<file path="src/rtl/fu_divsqrt_pkg.sv">
// Shared definitions for the divide/sqrt functional unit: controller states and
// the legal range of signed radix-4 quotient digits.
package fu_divsqrt_pkg;

    typedef enum logic [1:0] {
        ST_IDLE = 2'd0,
        ST_ACC  = 2'd1,
        ST_DONE = 2'd2
    } state_t;

    localparam logic signed [2:0] DIG_MAX = 3'sd2;
    localparam logic signed [2:0] DIG_MIN = -3'sd2;

endpackage

</file>
<file path="src/rtl/fu_divsqrt_otfc_sel.sv">
// Per-digit selection for on-the-fly conversion: picks the source register and the
// two bits appended to Q and QM for one signed radix-4 digit.
module fu_divsqrt_otfc_sel
    import fu_divsqrt_pkg::*;
(
    input  logic [0:2] dig,
    output logic [1:0] q_low,
    output logic       q_from_qm,
    output logic [1:0] qm_low,
    output logic       qm_from_qm,
    output logic       illegal
);

    logic signed [2:0] d;

    assign d = dig;

    // For a legal digit, 4+d (d<0) and d (d>=0) share the same low two bits,
    // as do 3+d and d-1, so only the source register depends on the sign.
    always_comb begin
        illegal    = (d > DIG_MAX) || (d < DIG_MIN);
        q_low      = 2'd0;
        q_from_qm  = 1'b0;
        qm_low     = 2'd3;
        qm_from_qm = 1'b1;
        if (!illegal) begin
            q_low      = d[1:0];
            qm_low     = d[1:0] - 2'd1;
            q_from_qm  = (d < 0);
            qm_from_qm = (d <= 0);
        end
    end

endmodule

</file>
<file path="src/rtl/fu_divsqrt_otfc.sv">
// On-the-fly converter: accumulates signed radix-4 quotient digits into Q and
// Q-1ulp (QM) using concatenation only, with no carry propagation.
module fu_divsqrt_otfc
    import fu_divsqrt_pkg::*;
#(
    parameter int QW = 56,
    parameter int ND = QW / 2
) (
    input  logic          clk,
    input  logic          rst,
    input  logic          start,
    input  logic          dig_val,
    input  logic [0:2]    dig,
    input  logic          last,
    output logic          busy,
    output logic          q_val,
    output logic [0:QW-1] q_out,
    output logic [0:QW-1] qm_out,
    output logic          err
);

    localparam int CW = $clog2(ND + 1);

    state_t        state;
    logic [CW-1:0] count;
    logic [1:0]    q_low;
    logic [1:0]    qm_low;
    logic          q_from_qm;
    logic          qm_from_qm;
    logic          illegal;
    logic [0:QW-1] q_src;
    logic [0:QW-1] qm_src;
    logic [0:QW-1] q_next;
    logic [0:QW-1] qm_next;

    fu_divsqrt_otfc_sel u_sel (
        .dig        (dig),
        .q_low      (q_low),
        .q_from_qm  (q_from_qm),
        .qm_low     (qm_low),
        .qm_from_qm (qm_from_qm),
        .illegal    (illegal)
    );

    // Bits 0 and 1 (the MSBs) fall off the top: arithmetic is modulo 2^QW.
    assign q_src   = q_from_qm  ? qm_out : q_out;
    assign qm_src  = qm_from_qm ? qm_out : q_out;
    assign q_next  = {q_src[2:QW-1], q_low};
    assign qm_next = {qm_src[2:QW-1], qm_low};

    always_ff @(posedge clk) begin
        if (rst) begin
            state  <= ST_IDLE;
            count  <= '0;
            q_out  <= '0;
            qm_out <= '0;
            busy   <= 1'b0;
            q_val  <= 1'b0;
            err    <= 1'b0;
        end else begin
            q_val <= 1'b0;
            if (start) begin
                state  <= ST_ACC;
                count  <= '0;
                q_out  <= '0;
                qm_out <= '1;
                busy   <= 1'b1;
                err    <= 1'b0;
            end else begin
                case (state)
                    ST_ACC: begin
                        if (dig_val) begin
                            q_out  <= q_next;
                            qm_out <= qm_next;
                            count  <= count + CW'(1);
                            if (illegal) err <= 1'b1;
                            if (last || count == CW'(ND - 1)) begin
                                state <= ST_DONE;
                                busy  <= 1'b0;
                                q_val <= 1'b1;
                            end
                        end
                    end
                    ST_DONE: state <= ST_IDLE;
                    default: state <= ST_IDLE;
                endcase
            end
        end
    end

endmodule

</file>
<file path="config.mk">
export PLATFORM = sky130hd
export DESIGN_NAME = fu_divsqrt_otfc
export DESIGN_NICKNAME = d
export VERILOG_FILES = /design/src/rtl/fu_divsqrt_pkg.sv /design/src/rtl/fu_divsqrt_otfc_sel.sv /design/src/rtl/fu_divsqrt_otfc.sv
export SDC_FILE = /design/constraint.sdc
export NUM_CORES = 1
export LEC_CHECK = 0
export ABC_AREA = 1
export CAP_MARGIN = 30
export CORE_MARGIN = 2
export CORE_UTILIZATION = 35
export CTS_CLUSTER_DIAMETER = 30
export DETAILED_ROUTE_END_ITERATION = 7
export DONT_BUFFER_PORTS = 1
export HOLD_SLACK_MARGIN = 0.1
export PLACE_DENSITY = 0.46
export SLEW_MARGIN = 25
export SYNTH_ARGS = -nofsm -noshare
export SYNTH_HDL_FRONTEND = slang
export SYNTH_HIERARCHICAL = 1
export SYNTH_SLANG_ARGS = --single-unit
</file>
<file path="constraint.sdc">
create_clock -name clk -period 2.3 [get_ports clk]
set_input_delay 0.23 -clock clk [delete_from_list [all_inputs] [get_ports clk]]
set_output_delay 0.23 -clock clk [all_outputs]
set_load 0.005 [all_outputs]
</file>
# Word level (Yosys, flattened, before mapping)

Index checks and enable logic that the tools add are counted.

Flip-flop bits (word level): 122
Input bits: 8
Output and inout port bits: 115

Eq/ne operators: 4
Bitwise operators: 2
$lt $le $gt $ge: 4
Mux-type cells: 18
$add $sub $neg: 2
Reduce and logical (&&, ||, !) cells: 14

Operators with widths:

| cell                  | count |
|---|---|
| $mux W56              | 3 |
| $mux W54              | 2 |
| $mux W1               | 11 |
| $reduce_and A2 Y1     | 4 |
| $ne A3 B3 Y1 const B  | 2 |
| $reduce_and A3 Y1     | 2 |
| $reduce_bool A2 Y1    | 3 |
| $add A5 B1 Y5 const B | 1 |
| $eq A5 B5 Y1 const B  | 1 |
| $mux W2               | 2 |
| $reduce_or A4 Y1      | 1 |
| $gt A3 B3 Y1 const B  | 1 |
| $le A3 B1 Y1 const B  | 1 |
| $lt A3 B1 Y1 const B  | 1 |
| $lt A3 B2 Y1 const B  | 1 |
| $reduce_or A3 Y1      | 1 |
| $eq A2 B1 Y1 const B  | 1 |
| $logic_or A1 B1 Y1    | 2 |
| $not A1 Y1            | 2 |
| $reduce_or A2 Y1      | 1 |
| $sub A2 B1 Y2 const B | 1 |

# Depth between registers and ports, before layout

Depth in word-level cells: 7
Gate-level depth with buffers: 12

# Hierarchy

The synthesis kept the hierarchy.

Modules (own cells, without submodules):

| module              | cells an instance | seq. area each (µm²) | times used | area each (µm²) |
|---|---|---|---|---|
| fu_divsqrt_otfc     | 785               | 2,442.3              | 1          | 5,420.2 |
| fu_divsqrt_otfc_sel | 17                | 0.0                  | 1          | 96.3 |

# Worst setup path before layout

No wires, ideal clock.

Kind: input -> register
Start: input port dig[2] in the netlist's numbering
End: register qm_out[16] in the netlist's numbering
Required time: 2.184 ns
Slack: 0.821 ns
Arrival time: 1.363 ns
Stages: 12
Buffers on the path: 3
Library setup time: 0.116 ns
Cell sequence: inv_1 > ha_1 > inv_1 > nand3_2 > nand3_1 > buf_4 > buf_4 > buf_2 > nand2_1 > o21ai_0 > nor2_1 > nor2_1

Cells in the longest elaborated chain, start to end: 7

RTL lines:

| item                                         | line                      | text |
|---|---|---|
| start: declaration                           | fu_divsqrt_otfc.sv:13     | `input logic [0:2] dig,` |
| $gt A3 B3 Y1 or $lt A3 B2 Y1 (tied branches) | fu_divsqrt_otfc_sel.sv:21 | `illegal = (d > DIG_MAX) \|\| (d < DIG_MIN);` |
| $logic_or A1 B1 Y1                           | fu_divsqrt_otfc_sel.sv:21 |  |
| $mux W1 (*)                                  | fu_divsqrt_otfc_sel.sv:26 | `if (!illegal) begin` |
| net qm_from_qm                               | fu_divsqrt_otfc.sv:29     | `logic qm_from_qm;` |
| $mux W54 (*)                                 | fu_divsqrt_otfc.sv:47     | `assign qm_src = qm_from_qm ? qm_out : q_out;` |
| $mux W56 (*)                                 | fu_divsqrt_otfc.sv:72     | `if (dig_val) begin` |
| $mux W56 (*)                                 | fu_divsqrt_otfc.sv:70     | `case (state)` |
| $mux W56 (*)                                 | fu_divsqrt_otfc.sv:62     | `if (start) begin` |
| end signal: assignment                       | fu_divsqrt_otfc.sv:74     | `qm_out <= qm_next;` |
| end: declaration                             | fu_divsqrt_otfc.sv:18     | `output logic [0:QW-1] qm_out,` |

The timed path passes the listed nets; every way through them passes the cells marked *. The select of a mux whose other input is x is not followed.
A chain may end at the register's enable or synchronous reset.

# Final worst setup path

Start: register state[0]
End: register qm_out[37] in the netlist's numbering

Cells in the longest elaborated chain, start to end: 3

RTL lines:

| item                                | line                  | text |
|---|---|---|
| start: declaration                  | fu_divsqrt_otfc.sv:24 | `state_t state;` |
| start signal: assignment            | fu_divsqrt_otfc.sv:53 | `state <= ST_IDLE;` |
| start signal: assignment            | fu_divsqrt_otfc.sv:63 | `state <= ST_ACC;` |
| start signal: assignment            | fu_divsqrt_otfc.sv:78 | `state <= ST_DONE;` |
| $eq A2 B1 Y1                        | fu_divsqrt_otfc.sv:70 |  |
| $reduce_bool A2 Y1 (no source line) | -                     |  |
| $reduce_and A2 Y1 (no source line)  | -                     |  |

Every way passes these cells.

==> qor.yml <==
status: "complete, no violations"
finalNetCount: 790
ys_seq_elements: 122
cts_resized: 0
finalPower_mw: 5.508
syn_nets: 813
post-place-ws_ns: 0.5928
path_delay_family: "simple AND/OR/NAND/NOR gates"
synth_cell_types: 22
dr_wl_met3_mm: 1.199
final_design_area_no_fill_um2: 6255
drive_above_1_share_pct: 6.944
rsz0062_at_grt: "no"
power_leakage_nw: 2.454
synth_simple_gate_area_share_pct: 18.62
synth_area_um2: 5517
rrSetupSlack_ns: 0.60
synth_top_family_by_area: "compound AO/OA/AOI/OAI gates"
yosys_warnings: 6
cp-end-kind: "register"
wl_mm: 14.83
vias: 4976
initial_core_util_pct: 36.02
syn_avg_cell_area_um2: 6.878
ant_nets: 0
dp.cells: 966
finalCriticalPeriod_ns: 1.696
hold_viol: 0
synthXorXnorAreaFrac_pct: 0
worst_pin_slew_ns: 0.5985
grt_pass1_wl_mm: 23.88
hold_end: "q_out[54]"
setup_viol: 0
synth_mux_area_share_pct: 0
rows: 45
wl_met2_mm: 6.828
grt_start_max_net_pins: 59
max_stage_delay_ns: 0.31
path_cells: "inv_1, nor2_4, nand2_4, inv_4, nand2_2, buf_12, o21ai_0, nor2_1"
num_antenna_cells: 0
antenna_found_initial: 0
regToRegStartpoint: "state[0]"
dp_hpwl_mm: 9.481
yosysTopAreaCell: "dfxtp_1"
drt_pass1_iterations: 7
cp_slowest_cell: "nand2_2"
die_w_um: 129.5
yosysSeqAreaShare_pct: 44.27
cts_tree: "built"
path_max_fanout: 33
cts_root_buffer: "clkbuf_16"
crit_path_start_kind: "register"
dieArea_um2: 16780
layout_setup_ws_ns: 0.6037
slew_headroom_pct: 60.00
hold_path.startpoint: "dig[1]"
synth_edf_count: 0
wl_per_cell_um: 14.79
port_buffers: 0
die_h_um: 129.5
power_density_nw_per_um2: 880.6
rr_worst_depth: 8
hold_depth: 4
route.detailed.drc: 0
finalCritPeriodShare_pct: 73.75
clock_path_buffers: 2
fillers: 1626
synth_compound_area_share_pct: 25.72
yosysMostFrequentCell: "o21ai_0"
cts.reportedPaths.clkPinSlew_ns: 0.06
fin_tns_setup_ns: 0
synthAdderAreaFrac_pct: 0.6804
slew_viol_final: 0
min_path_type: "in -> reg"
gp_congestion: 0.7578
synth_common_cells: "o21ai_0, nor2_1, dfxtp_1"
synthFlopType: "dfxtp_1"
crit_buf_inv: 3
fin_hold_ws_ns: 0.1282
fin_skew_ns: 0.006228
ir_worst_vdd_v: 0.0004929
synth_area_leaders: "dfxtp_1, o21ai_0, nor2_1"
drtIter0Drc: 369
clkSinkCount: 122
utilization_pct: 40.84
cts_buffers: 17
wl_met1_mm: 6.671
grt_pass1_vias: 4582
dr.max_layer_used: "met4"
critPathKind: "reg -> reg"
synth_top_area_share_pct: 44.27
insertion_delay_ns: 0.41
track_usage_pct: 17.92
placedInstanceArea_um2: 5613
fin_cells: 1003
boundaryPins: 123
cp.arrival_ns: 2.00
crit_cells: 8
htreeDepth: 4
core-area_um2: 15310
grt.overflow.total: 0
synth_cells: 802
max_freq_mhz: 589.5
reg2reg_to: "qm_out[37]"
area_growth_pct: 13.38
cp.required_ns: 2.60
async_flop_share_pct: 0
via_per_inst: 4.961
max_cap_violations: 0
==> worst reg2reg max path: cells and delay by family, from the launching register on <==
family | cells | cell delay (ns)
AOI/OAI and AO/OA | 1 | 0.21
DFF | 1 | 0.30
and+or+nand+nor | 4 | 0.62
buffers and inverters | 3 | 0.46
==> placed cells by master, fill, tap and decap left out <==
cell type / synthesis / final
o21ai_0: 193 / 193
a21oi_1: 73 / 73
nand2_2: 3 / 4
dfxtp_1: 122 / 122
ha_1: 3 / 3
nor2_1: 136 / 135
nand3_1: 5 / 4
clkbuf_8: 0 / 5
clkbuf_16: 0 / 17
buf_4: 10 / 10
nand3_2: 1 / 1
clkinv_2: 0 / 6
clkinv_1: 0 / 1
dlygate4sd3_1: 0 / 5
o21ai_1: 16 / 16
inv_4: 1 / 1
inv_2: 1 / 2
clkbuf_1: 24 / 2
buf_12: 0 / 3
nand2_4: 1 / 1
nor2_4: 1 / 2
nand3_4: 0 / 1
nor3_1: 1 / 1
inv_1: 68 / 66
nand2_1: 116 / 115
bufinv_16: 0 / 2
o21bai_1: 1 / 1
==> area by class of cell <==
type / instances / area [um2] / area share (%)
tap: 211 / 264.0 / 4.221
timing repair buffer: 18 / 185.2 / 2.961
sequential: 122 / 2442 / 39.05
inverter: 70 / 265.3 / 4.241
clock inverter: 8 / 90.09 / 1.440
clock buffer: 24 / 501.7 / 8.022
multi-input combinational: 550 / 2506 / 40.07
==> cells by family (layout without fill, tap and decap cells) <==
group                    count (synthesis)  count (layout)
buffers and inverters                  130             120
AO/OA/AOI/OAI                          283             283
AND/OR/NAND/NOR                        264             264
adder cells (fa/ha/maj)                  3               3
flip-flops                             122             122
==> per-layer routing <==
metal / track usage [%] / vias to the layer above
met1: 21.89 / 2281
met4: 6.135 / 0
met3: 7.184 / 11
met5: 0 / -
li1: - / 2563
met2: 28.79 / 121
==> flip-flops by register name, indices dropped and copies added, names as in the netlist <==
register,flops
q_out,56
qm_out,56
count,5
state,2
busy,1
err,1
q_val,1
==> power breakdown <==
| group | switching, mW | internal (mW) | total (mW) | leakage, nW |
|---|---|---|---|---|
| Clock | 0.942 | 1.73 | 2.67 | 0.300 |
| Combinational | 0.312 | 0.151 | 0.463 | 1.15 |
| Sequential | 0.142 | 2.23 | 2.37 | 1.01 |
| Total | 1.40 | 4.11 | 5.51 | 2.45 |
==> repair_timing <==
| item | in CTS | in global routing |
|---|---|---|
| hold buffers | 5 | 0 |
| hold endpoints to repair | 19 | 0 |
| buffers inserted | 0 | 0 |
==> how the worst max path moves through the flow <==
stage,start,end,slack [ns]
2_1_floorplan,dig[2],qm_out[16],0.82
3_3_place_gp,state[0],qm_out[40],0.66
3_5_place_dp,dig[2],qm_out[21],0.59
4_1_cts,state[1],qm_out[37],0.60
5_1_grt,state[1],qm_out[43],0.46
6_report,state[0],qm_out[37],0.60
Power figures use the tool's default switching activity.
